File: config.mk
export PLATFORM = sky130hd
export DESIGN_NAME = bcd_code_sequencer
export DESIGN_NICKNAME = d
export VERILOG_FILES = /design/src/rtl/bcd_code_sequencer.sv
export SDC_FILE = /design/constraint.sdc
export NUM_CORES = 1
export LEC_CHECK = 0
export ABC_CLOCK_PERIOD_IN_PS = 2500
export CAP_MARGIN = 30
export CELL_PAD_IN_SITES_DETAIL_PLACEMENT = 1
export CELL_PAD_IN_SITES_GLOBAL_PLACEMENT = 2
export CORE_MARGIN = 1
export CORE_UTILIZATION = 37
export DETAILED_ROUTE_END_ITERATION = 10
export DONT_BUFFER_PORTS = 1
export PLACE_DENSITY = 0.84
export SLEW_MARGIN = 15
export SYNTH_ARGS = -nofsm -noshare
export SYNTH_HDL_FRONTEND = slang
export SYNTH_SLANG_ARGS = --single-unit
File: constraint.sdc
create_clock -name clk -period 2.5 [get_ports clk]
set_input_delay 0.5 -clock clk [delete_from_list [all_inputs] [get_ports clk]]
set_output_delay 0.5 -clock clk [all_outputs]
set_load 0.02 [all_outputs]
File: src/rtl/bcd_code_sequencer.sv
`default_nettype none
// ============================================================================
// Module      : bcd_code_sequencer
// Description : Walks a 4-bit code 0..LAST over a valid/ready handshake with
//               a programmable idle gap, single-pass or loop, abort support.
// Revision    : 1.0 - initial release
// ============================================================================
module bcd_code_sequencer #(
    parameter int LAST = 9,
    parameter int HOLD = 9
) (
    input  logic       clk,
    input  logic       rst,
    input  logic       start,
    input  logic       loop,
    input  logic       abort,
    input  logic       ready,
    output logic [3:0] code,
    output logic       valid,
    output logic       busy,
    output logic       done,
    output logic [7:0] passes
);

    localparam int                 c_GAP_W = (HOLD > 1) ? $clog2(HOLD + 1) : 1;
    localparam logic [3:0]         c_LAST  = 4'(LAST);
    localparam logic [c_GAP_W-1:0] c_HOLD  = c_GAP_W'(HOLD);
    localparam logic [c_GAP_W-1:0] c_ONE   = c_GAP_W'(1);

    typedef enum logic [1:0] {
        S_IDLE = 2'd0,
        S_EMIT = 2'd1,
        S_HOLD = 2'd2,
        S_DONE = 2'd3
    } state_t;

    state_t             r_state;
    logic [c_GAP_W-1:0] r_gap;
    logic               r_loop;
    logic               w_last;

    assign w_last = (code == c_LAST);

    always_ff @(posedge clk) begin
        if (rst) begin
            r_state <= S_IDLE;
            r_gap   <= '0;
            r_loop  <= 1'b0;
            code    <= 4'd0;
            valid   <= 1'b0;
            busy    <= 1'b0;
            done    <= 1'b0;
            passes  <= 8'd0;
        end else if (abort) begin
            // Freeze code/passes/gap; abort in IDLE also swallows a start.
            r_state <= S_IDLE;
            valid   <= 1'b0;
            busy    <= 1'b0;
            done    <= 1'b0;
        end else begin
            case (r_state)
                S_IDLE: begin
                    done <= 1'b0;
                    if (start) begin
                        r_loop  <= loop;
                        code    <= 4'd0;
                        r_state <= S_EMIT;
                        valid   <= 1'b1;
                        busy    <= 1'b1;
                    end
                end
                S_EMIT: begin
                    if (ready) begin
                        if (w_last && passes != 8'hFF) begin
                            passes <= passes + 8'd1;
                        end
                        if (!w_last || r_loop) begin
                            code <= w_last ? 4'd0 : code + 4'd1;
                            if (HOLD > 0) begin
                                r_state <= S_HOLD;
                                valid   <= 1'b0;
                                r_gap   <= c_HOLD;
                            end
                        end else begin
                            r_state <= S_DONE;
                            valid   <= 1'b0;
                            done    <= 1'b1;
                        end
                    end
                end
                S_HOLD: begin
                    r_gap <= r_gap - c_ONE;
                    if (r_gap == c_ONE) begin
                        r_state <= S_EMIT;
                        valid   <= 1'b1;
                    end
                end
                S_DONE: begin
                    r_state <= S_IDLE;
                    done    <= 1'b0;
                    busy    <= 1'b0;
                end
                default: begin
                    r_state <= S_IDLE;
                    valid   <= 1'b0;
                    busy    <= 1'b0;
                    done    <= 1'b0;
                end
            endcase
        end
    end

endmodule
`default_nettype wire
==> impl_metrics.env, run 1 <==
export IMPL_yosys_area_top_type="dfxtp_1"
export IMPL_n_fill_cell=377
export IMPL_start_util=0.3988
export IMPL_tns_ps=0
export IMPL_ys_warn_count=0
export IMPL_clkTransAtPathRegs_ps=120
export IMPL_cts_htree_levels=1
export IMPL_synth_fp_nets=158
export IMPL_synth_edf_count=0
export IMPL_maxCapViolations=0
export IMPL_grt_pass1_wl_um=5057
export IMPL_worstSetupPathType="reg2reg"
export IMPL_p_total_uw=590.6
export IMPL_ctsHoldBuffers=0
export IMPL_ys_top_cells_by_area="dfxtp_1, ha_1, a21oi_1, inv_1, nor2_1"
export IMPL_peakVddDrop_v=0.0002239
export IMPL_grt_pass1_vias=1105
export IMPL_slew_violations=0
export IMPL_ys_flop_type="dfxtp_1"
export IMPL_worst_pin_slew_ps=759.4
export IMPL_status="finished clean"
export IMPL_gp_congestion=0.7625
export IMPL_syn_area_per_cell_um2=8.847
export IMPL_drive_gt1_frac=0.07801
export IMPL_setup_violations_final=0
export IMPL_combPwrFrac=0.101
export IMPL_grt_overflow_total=0
export IMPL_intPower_uw=437.5
export IMPL_postCtsSetupBuffers=0
export IMPL_hold_viol=0
export IMPL_area_growth_syn_to_layout_pct=5.216
export IMPL_async_flop_share=0
export IMPL_rows=20
export IMPL_reg2reg_setup_slack_ps=320
export IMPL_clockBufferDepth=2
export IMPL_cts_resized=0
export IMPL_synthCells=141
export IMPL_sequentialPowerShare=0.621
export IMPL_maxSlewHeadroom=0.4884
export IMPL_hold_class="in2reg"
export IMPL_layout_nets=160
export IMPL_final_antenna_net_count=0
export IMPL_crit_required_ps=2720
export IMPL_synth_top_area_share=0.3531
export IMPL_clkLatencyLatePin_ps=310
export IMPL_die_x_um=60.07
export IMPL_wire_per_inst_um=15.54
export IMPL_syn_area_um2=1247
export IMPL_clock_skew_ps=3.238
export IMPL_routed_wl_um=2875
export IMPL_cts_buffers=3
export IMPL_start_kind="register"
export IMPL_holdWs_ps=233.6
export IMPL_p_leak_uw=0.0004404
export IMPL_die_h_um=60.07
export IMPL_power_density_nw_per_um2=450.0
export IMPL_synth_seq_area_share=0.3531
export IMPL_hpwl_um=2207
export IMPL_clkPwrFrac=0.279
export IMPL_root_buffer="clkbuf_4"
export IMPL_n_antenna_cell=0
export IMPL_period_minus_slack_ps=2179
export IMPL_dp_slack_ps=320.8
export IMPL_worst_setup_path_end_kind="register"
export IMPL_arrival_ps=2400
export IMPL_cts_num_sinks=22
export IMPL_dr_pass1_iters=4
export IMPL_fin_crit_sh=0.8717
export IMPL_grt_use_total=0.1866
export IMPL_antenna_found_initial=0
export IMPL_ys_ff_latch=22
export IMPL_cts_tree="built"
export IMPL_dieArea_um2=3608
export IMPL_worstPathMaxFanout=9
export IMPL_vias_per_cell=5.557
export IMPL_grt_max_degree=25
export IMPL_fmaxAchievable_mhz=458.9
export IMPL_remaining_drc_errors=0
export IMPL_num_vias=1028
export IMPL_drt_iter0_markers=54
export IMPL_synthDistinctLibCells=39
export IMPL_rsz0062_at_grt="false"
export IMPL_core_um2=3128
export IMPL_timing_final_ws_setup_ps=320.7
export IMPL_p_sw_uw=153.1
export IMPL_ios=21
export IMPL_port_buffer_count=0
export IMPL_swShare=0.2592
==> through the flow <==
step / util / cell area, µm² / instances
after global placement: 0.4124 / 1290 / 182
after CTS: 0.4196 / 1313 / 185
after floorplan: - / 1247 / 141
after global routing: 0.4196 / 1313 / 185
final: 0.4196 / 1313 / 185
after detailed placement: 0.4124 / 1290 / 182
==> cells in the mapped netlist, types with 2 or more instances <==
cell,instances
a21oi_1,13
or4_1,5
nor2b_1,3
a2111oi_2,2
dfxtp_1,22
nor2_1,10
nor3_1,4
o21ai_1,3
inv_1,13
or3_1,5
nand3b_1,2
nand2b_1,2
mux2i_1,3
nand3_1,6
nand2_1,5
o21ai_0,5
o31ai_1,3
a311oi_1,2
clkbuf_1,3
ha_1,11
==> routing by layer <==
layer	GRT usage	vias up	part of all wire
li1	-	524	-
met1	0.2391	476	0.47
met2	0.2984	21	0.46
met3	0.05411	7	0.053
met4	0.06312	0	0.014
met5	0	-	0
==> worst max-delay path, cell delays in order, from the launching register on <==
cell and delay [ps]:
dfxtp_1 420, inv_1 100, ha_1 290, and4b_4 260, a2111oi_2 580, o21ai_1 150
a32o_1 280
==> final timing paths <==
| check | from | end | depth (start not counted) |
|---|---|---|---|
| worst max-delay path | r_state[1]$_SDFFE_PP0P_ | r_gap[2]$_SDFFE_PP0P_ | 6 |
| worst min-delay path | rst | r_gap[1]$_SDFFE_PP0P_ | 1 |
| worst max register to register | r_state[1]$_SDFFE_PP0P_ | r_gap[2]$_SDFFE_PP0P_ | 6 |
| worst min register to register | r_gap[3]$_SDFFE_PP0P_ | r_gap[3]$_SDFFE_PP0P_ | 1 |
==> final cells by class <==
cell class / count / area [µm²] / share of cell area
sequential: 22 / 440.4 / 0.3356
multi-input combinational: 101 / 730.7 / 0.5567
timing repair buffer: 2 / 15.01 / 0.01144
clock buffer: 3 / 22.52 / 0.01716
tap: 44 / 55.05 / 0.04194
inverter: 13 / 48.80 / 0.03718
==> registers in the layout, summed over array words and instances (netlist names) <==
name / count
passes: 8
code: 4
r_gap: 4
r_state: 2
busy: 1
done: 1
r_loop: 1
valid: 1
==> logic make-up (layout without fill, tap and decap cells) <==
| family | Yosys count | after routing | synth area share |
|---|---|---|---|
| AO/OA/AOI/OAI | 38 | 38 | 0.2277 |
| XOR/XNOR | 1 | 1 | 0.007022 |
| adder cells (fa/ha/maj) | 11 | 11 | 0.1103 |
| buffers and inverters | 18 | 18 | 0.06118 |
| flip-flops | 22 | 22 | 0.3531 |
| multiplexers | 3 | 3 | 0.02407 |
| AND/OR/NAND/NOR | 48 | 48 | 0.2167 |
==> power by group through the flow <==
stage,registers (µW),clock network [µW],logic (µW)
after floorplan,373,0,54.6
after global placement,374,0,56.9
after detailed placement,375,0,59.5
after CTS,367,169,60.3
after global routing,368,187,68.4
final,366,165,59.5
==> layout by cell type, fill, tap and decap left out, drive strengths merged <==
cell type   n
mux2i       3
o32ai       1
inv        13
o31ai       3
dfxtp      22
nand2b      2
clkbuf      3
and4b       1
xor2        1
o21ai       8
a311oi      2
or4         5
nor3b       1
or3         5
nor3        4
a2111oi     4
nand3b      2
a21oi      13
a211oi      2
nand2       5
nor4        1
nand4       1
buf         2
or3b        1
o2111ai     1
o41ai       1
o311ai      1
ha         11
and2        1
nor2       10
nand3       6
a32o        1
a211o       1
nor2b       3
Note: power is estimated with default switching activity, not from simulation.
==> inputs of run 2 (changes only) <==
--- a/config.mk
+++ b/config.mk
@@ -5,15 +5,16 @@
 export SDC_FILE = /design/constraint.sdc
 export NUM_CORES = 1
 export LEC_CHECK = 0
-export ABC_CLOCK_PERIOD_IN_PS = 2500
+export ABC_CLOCK_PERIOD_IN_PS = 1900
 export CAP_MARGIN = 30
 export CELL_PAD_IN_SITES_DETAIL_PLACEMENT = 1
 export CELL_PAD_IN_SITES_GLOBAL_PLACEMENT = 2
 export CORE_MARGIN = 1
-export CORE_UTILIZATION = 37
+export CORE_UTILIZATION = 35
+export CTS_BUF_LIST = sky130_fd_sc_hd__clkbuf_4 sky130_fd_sc_hd__clkbuf_8
 export DETAILED_ROUTE_END_ITERATION = 10
 export DONT_BUFFER_PORTS = 1
-export PLACE_DENSITY = 0.84
+export PLACE_DENSITY = 0.83
 export SLEW_MARGIN = 15
 export SYNTH_ARGS = -nofsm -noshare
 export SYNTH_HDL_FRONTEND = slang
==> constraint.sdc (replaced) <==
create_clock -name clk -period 1.9 [get_ports clk]
set_input_delay 0.38 -clock clk [delete_from_list [all_inputs] [get_ports clk]]
set_output_delay 0.38 -clock clk [all_outputs]
set_load 0.02 [all_outputs]
==> run 2 against run 1 <==
Compared with the run above:
- count of clock-buffer cells in the layout grew 1
- setup slack lost 300 ps
- worst hold slack lost 140 ps
- sequential cell count is the same
- clock skew shrank 1.5 ps
- critical endpoint is now code[1]$_SDFFE_PP0P_
- largest cell class unchanged
- highest routed layer unchanged
==> impl_metrics.env, run 2 (synthesized netlist as in run 1, its figures left out) <==
export IMPL_status="finished clean"
export IMPL_dr_pass1_iters=4
export IMPL_crit_required_ps=2170
export IMPL_worst_setup_path_end_kind="register"
export IMPL_wire_per_inst_um=16.77
export IMPL_cp_cell_sequence="inv_2 -> ha_4 -> and4b_4 -> a211o_4 -> or4_4 -> a21oi_2"
export IMPL_dieArea_um2=3807
export IMPL_area_growth_syn_to_layout_pct=34.90
export IMPL_holdPathStages=1
export IMPL_rr_worst_depth=6
export IMPL_swShare=0.2656
export IMPL_gp_congestion=0.8573
export IMPL_regToRegStartpoint="r_state[1]$_SDFFE_PP0P_"
export IMPL_rsz0062_at_grt="true"
export IMPL_antenna_found_initial=0
export IMPL_utilization=0.5004
export IMPL_cp_slowest_cell="or4_4"
export IMPL_grt_pass1_vias=1207
export IMPL_clkTransAtPathRegs_ps=130
export IMPL_layout_nets=191
export IMPL_grt_max_degree=25
export IMPL_p_sw_uw=235.9
export IMPL_largest_register="passes"
export IMPL_reg2reg_setup_slack_ps=20
export IMPL_setup_violations_final=0
export IMPL_worst_pin_slew_ps=516.7
export IMPL_p_total_uw=888.2
export IMPL_fmaxAchievable_mhz=533.3
export IMPL_hold_viol=0
export IMPL_port_buffer_count=0
export IMPL_maxSlewHeadroom=0.6532
export IMPL_intPower_uw=652.3
export IMPL_routed_wl_um=3672
export IMPL_p_leak_uw=0.0006315
export IMPL_cts_htree_levels=1
export IMPL_hold_start="rst"
export IMPL_cts_buffers=3
export IMPL_cp_slowest_stage_delay_ps=520
export IMPL_slew_violations=0
export IMPL_peakVddDrop_v=0.0002686
export IMPL_clock_skew_ps=1.752
export IMPL_grt_overflow_total=0
export IMPL_final_cell_mix="buf_4, dfxtp_1, inv_1"
export IMPL_holdPathEnd="code[1]$_SDFFE_PP0P_"
export IMPL_power_density_nw_per_um2=527.8
export IMPL_num_vias=1224
export IMPL_ios=21
export IMPL_grt_use_total=0.2048
export IMPL_largest_registers="passes (8), code (4), r_gap (4)"
export IMPL_sequentialPowerShare=0.542
export IMPL_clkPwrFrac=0.308
export IMPL_start_kind="register"
export IMPL_hold_class="in2reg"
export IMPL_combPwrFrac=0.150
export IMPL_rows=21
export IMPL_remaining_drc_errors=0
export IMPL_vias_per_cell=5.589
export IMPL_hpwl_um=2615
export IMPL_cts_tree="built"
export IMPL_clkLatencyLatePin_ps=320
export IMPL_die_x_um=61.70
export IMPL_maxCapViolations=0
export IMPL_period_minus_slack_ps=1875
export IMPL_n_antenna_cell=0
export IMPL_grt_pass1_wl_um=5616
export IMPL_final_common_cell="buf_4"
export IMPL_worstPathMaxFanout=5
export IMPL_cts_num_sinks=22
export IMPL_root_buffer="clkbuf_4"
export IMPL_fin_crit_sh=0.9869
export IMPL_worstSetupPathType="reg2reg"
export IMPL_die_h_um=61.70
export IMPL_drive_gt1_frac=0.3815
export IMPL_start_util=0.3709
export IMPL_largest_register_ff_count=8
export IMPL_arrival_ps=2140
export IMPL_clockBufferDepth=2
export IMPL_core_um2=3363
export IMPL_timing_rr_end="code[1]$_SDFFE_PP0P_"
export IMPL_drt_iter0_markers=41
export IMPL_final_antenna_net_count=0
## run 2: cell count changes in the layout (fill, tap and decap cells not counted), moves of 2 or more
cell	delta
a2111oi_4	+2
a21oi_1	-3
a21oi_2	+3
buf_4	+29
dfxtp_1	-5
dfxtp_2	+5
ha_1	-3
ha_4	+2
inv_1	-2
inv_2	+2
nor2b_1	-2
nor2b_2	+2
or4_1	-3
or4_4	+3
## run 2: how the worst max path moves through the flow
| stage | startpoint | endpoint | slack, ps | cells past startpoint |
|---|---|---|---|---|
| after global routing | r_gap[1]$_SDFFE_PP0P_ | r_state[0]$_SDFFE_PP0P_ | -20 | 7 |
| after floorplan | r_state[1]$_SDFFE_PP0P_ | code[1]$_SDFFE_PP0P_ | 9 | 7 |
| final | r_state[1]$_SDFFE_PP0P_ | code[1]$_SDFFE_PP0P_ | 20 | 6 |
| after global placement | code[1]$_SDFFE_PP0P_ | code[2]$_SDFFE_PP0P_ | 80 | 6 |
| after CTS | r_state[1]$_SDFFE_PP0P_ | passes[5]$_SDFFE_PP0P_ | 20 | 7 |
| after detailed placement | r_gap[1]$_SDFFE_PP0P_ | r_state[0]$_SDFFE_PP0P_ | -50 | 7 |
## run 2: metrics by stage
stage	instances	worst slack [ps]	hold WS (ps)	instance area [µm²]	setup TNS, ps
floorplan	141	8.768	443.1	1252	0
global placement	208	76.36	445.1	1478	0
detailed placement	208	-45.14	447.8	1478	-91.70
CTS	213	15.24	87.75	1560	0
global route	219	-24.83	63.58	1683	-67.34
finish	219	24.96	93.62	1683	0
## run 2: repair_timing
item	4_1_cts	5_1_grt
hold endpoints to repair	0	0
pin swaps	3	11
hold buffers	0	0
resized for setup	9	18
setup endpoints to repair	4	12
gates cloned	0	1
buffers inserted	1	5
## run 2: worst max-delay path: cells and delay by family (launching register included)
family,cells,cell delay (ps)
DFF,1,360
adders and majority gates,1,170
and+or+nand+nor,2,740
buffers and inverters,1,50
AOI/OAI and AO/OA,2,500
## run 2: power by group through the flow
| stage | registers [µW] | clock network (µW) | logic (µW) |
|---|---|---|---|
| after detailed placement | 490 | 0 | 101 |
| final | 481 | 273 | 133 |
| after floorplan | 491 | 0 | 72.1 |
| after CTS | 480 | 285 | 114 |
| after global routing | 483 | 308 | 146 |
| after global placement | 489 | 0 | 94.8 |
## run 2: routing by layer
metal | up-vias | part of all wire | GRT usage
met5 | - | 0 | 0
met4 | 0 | 0.022 | 0.1048
met3 | 9 | 0.034 | 0.04348
met2 | 22 | 0.54 | 0.3748
met1 | 607 | 0.40 | 0.2214
li1 | 586 | - | -
## run 2: final cells by class
class	instances	area, µm²
Tap cell	46	57.56
Clock buffer	4	36.28
Multi-Input combinational cell	102	849.6
Sequential cell	22	446.7
Fill cell	428	1680
Inverter	13	48.80
Timing Repair Buffer	32	244.0
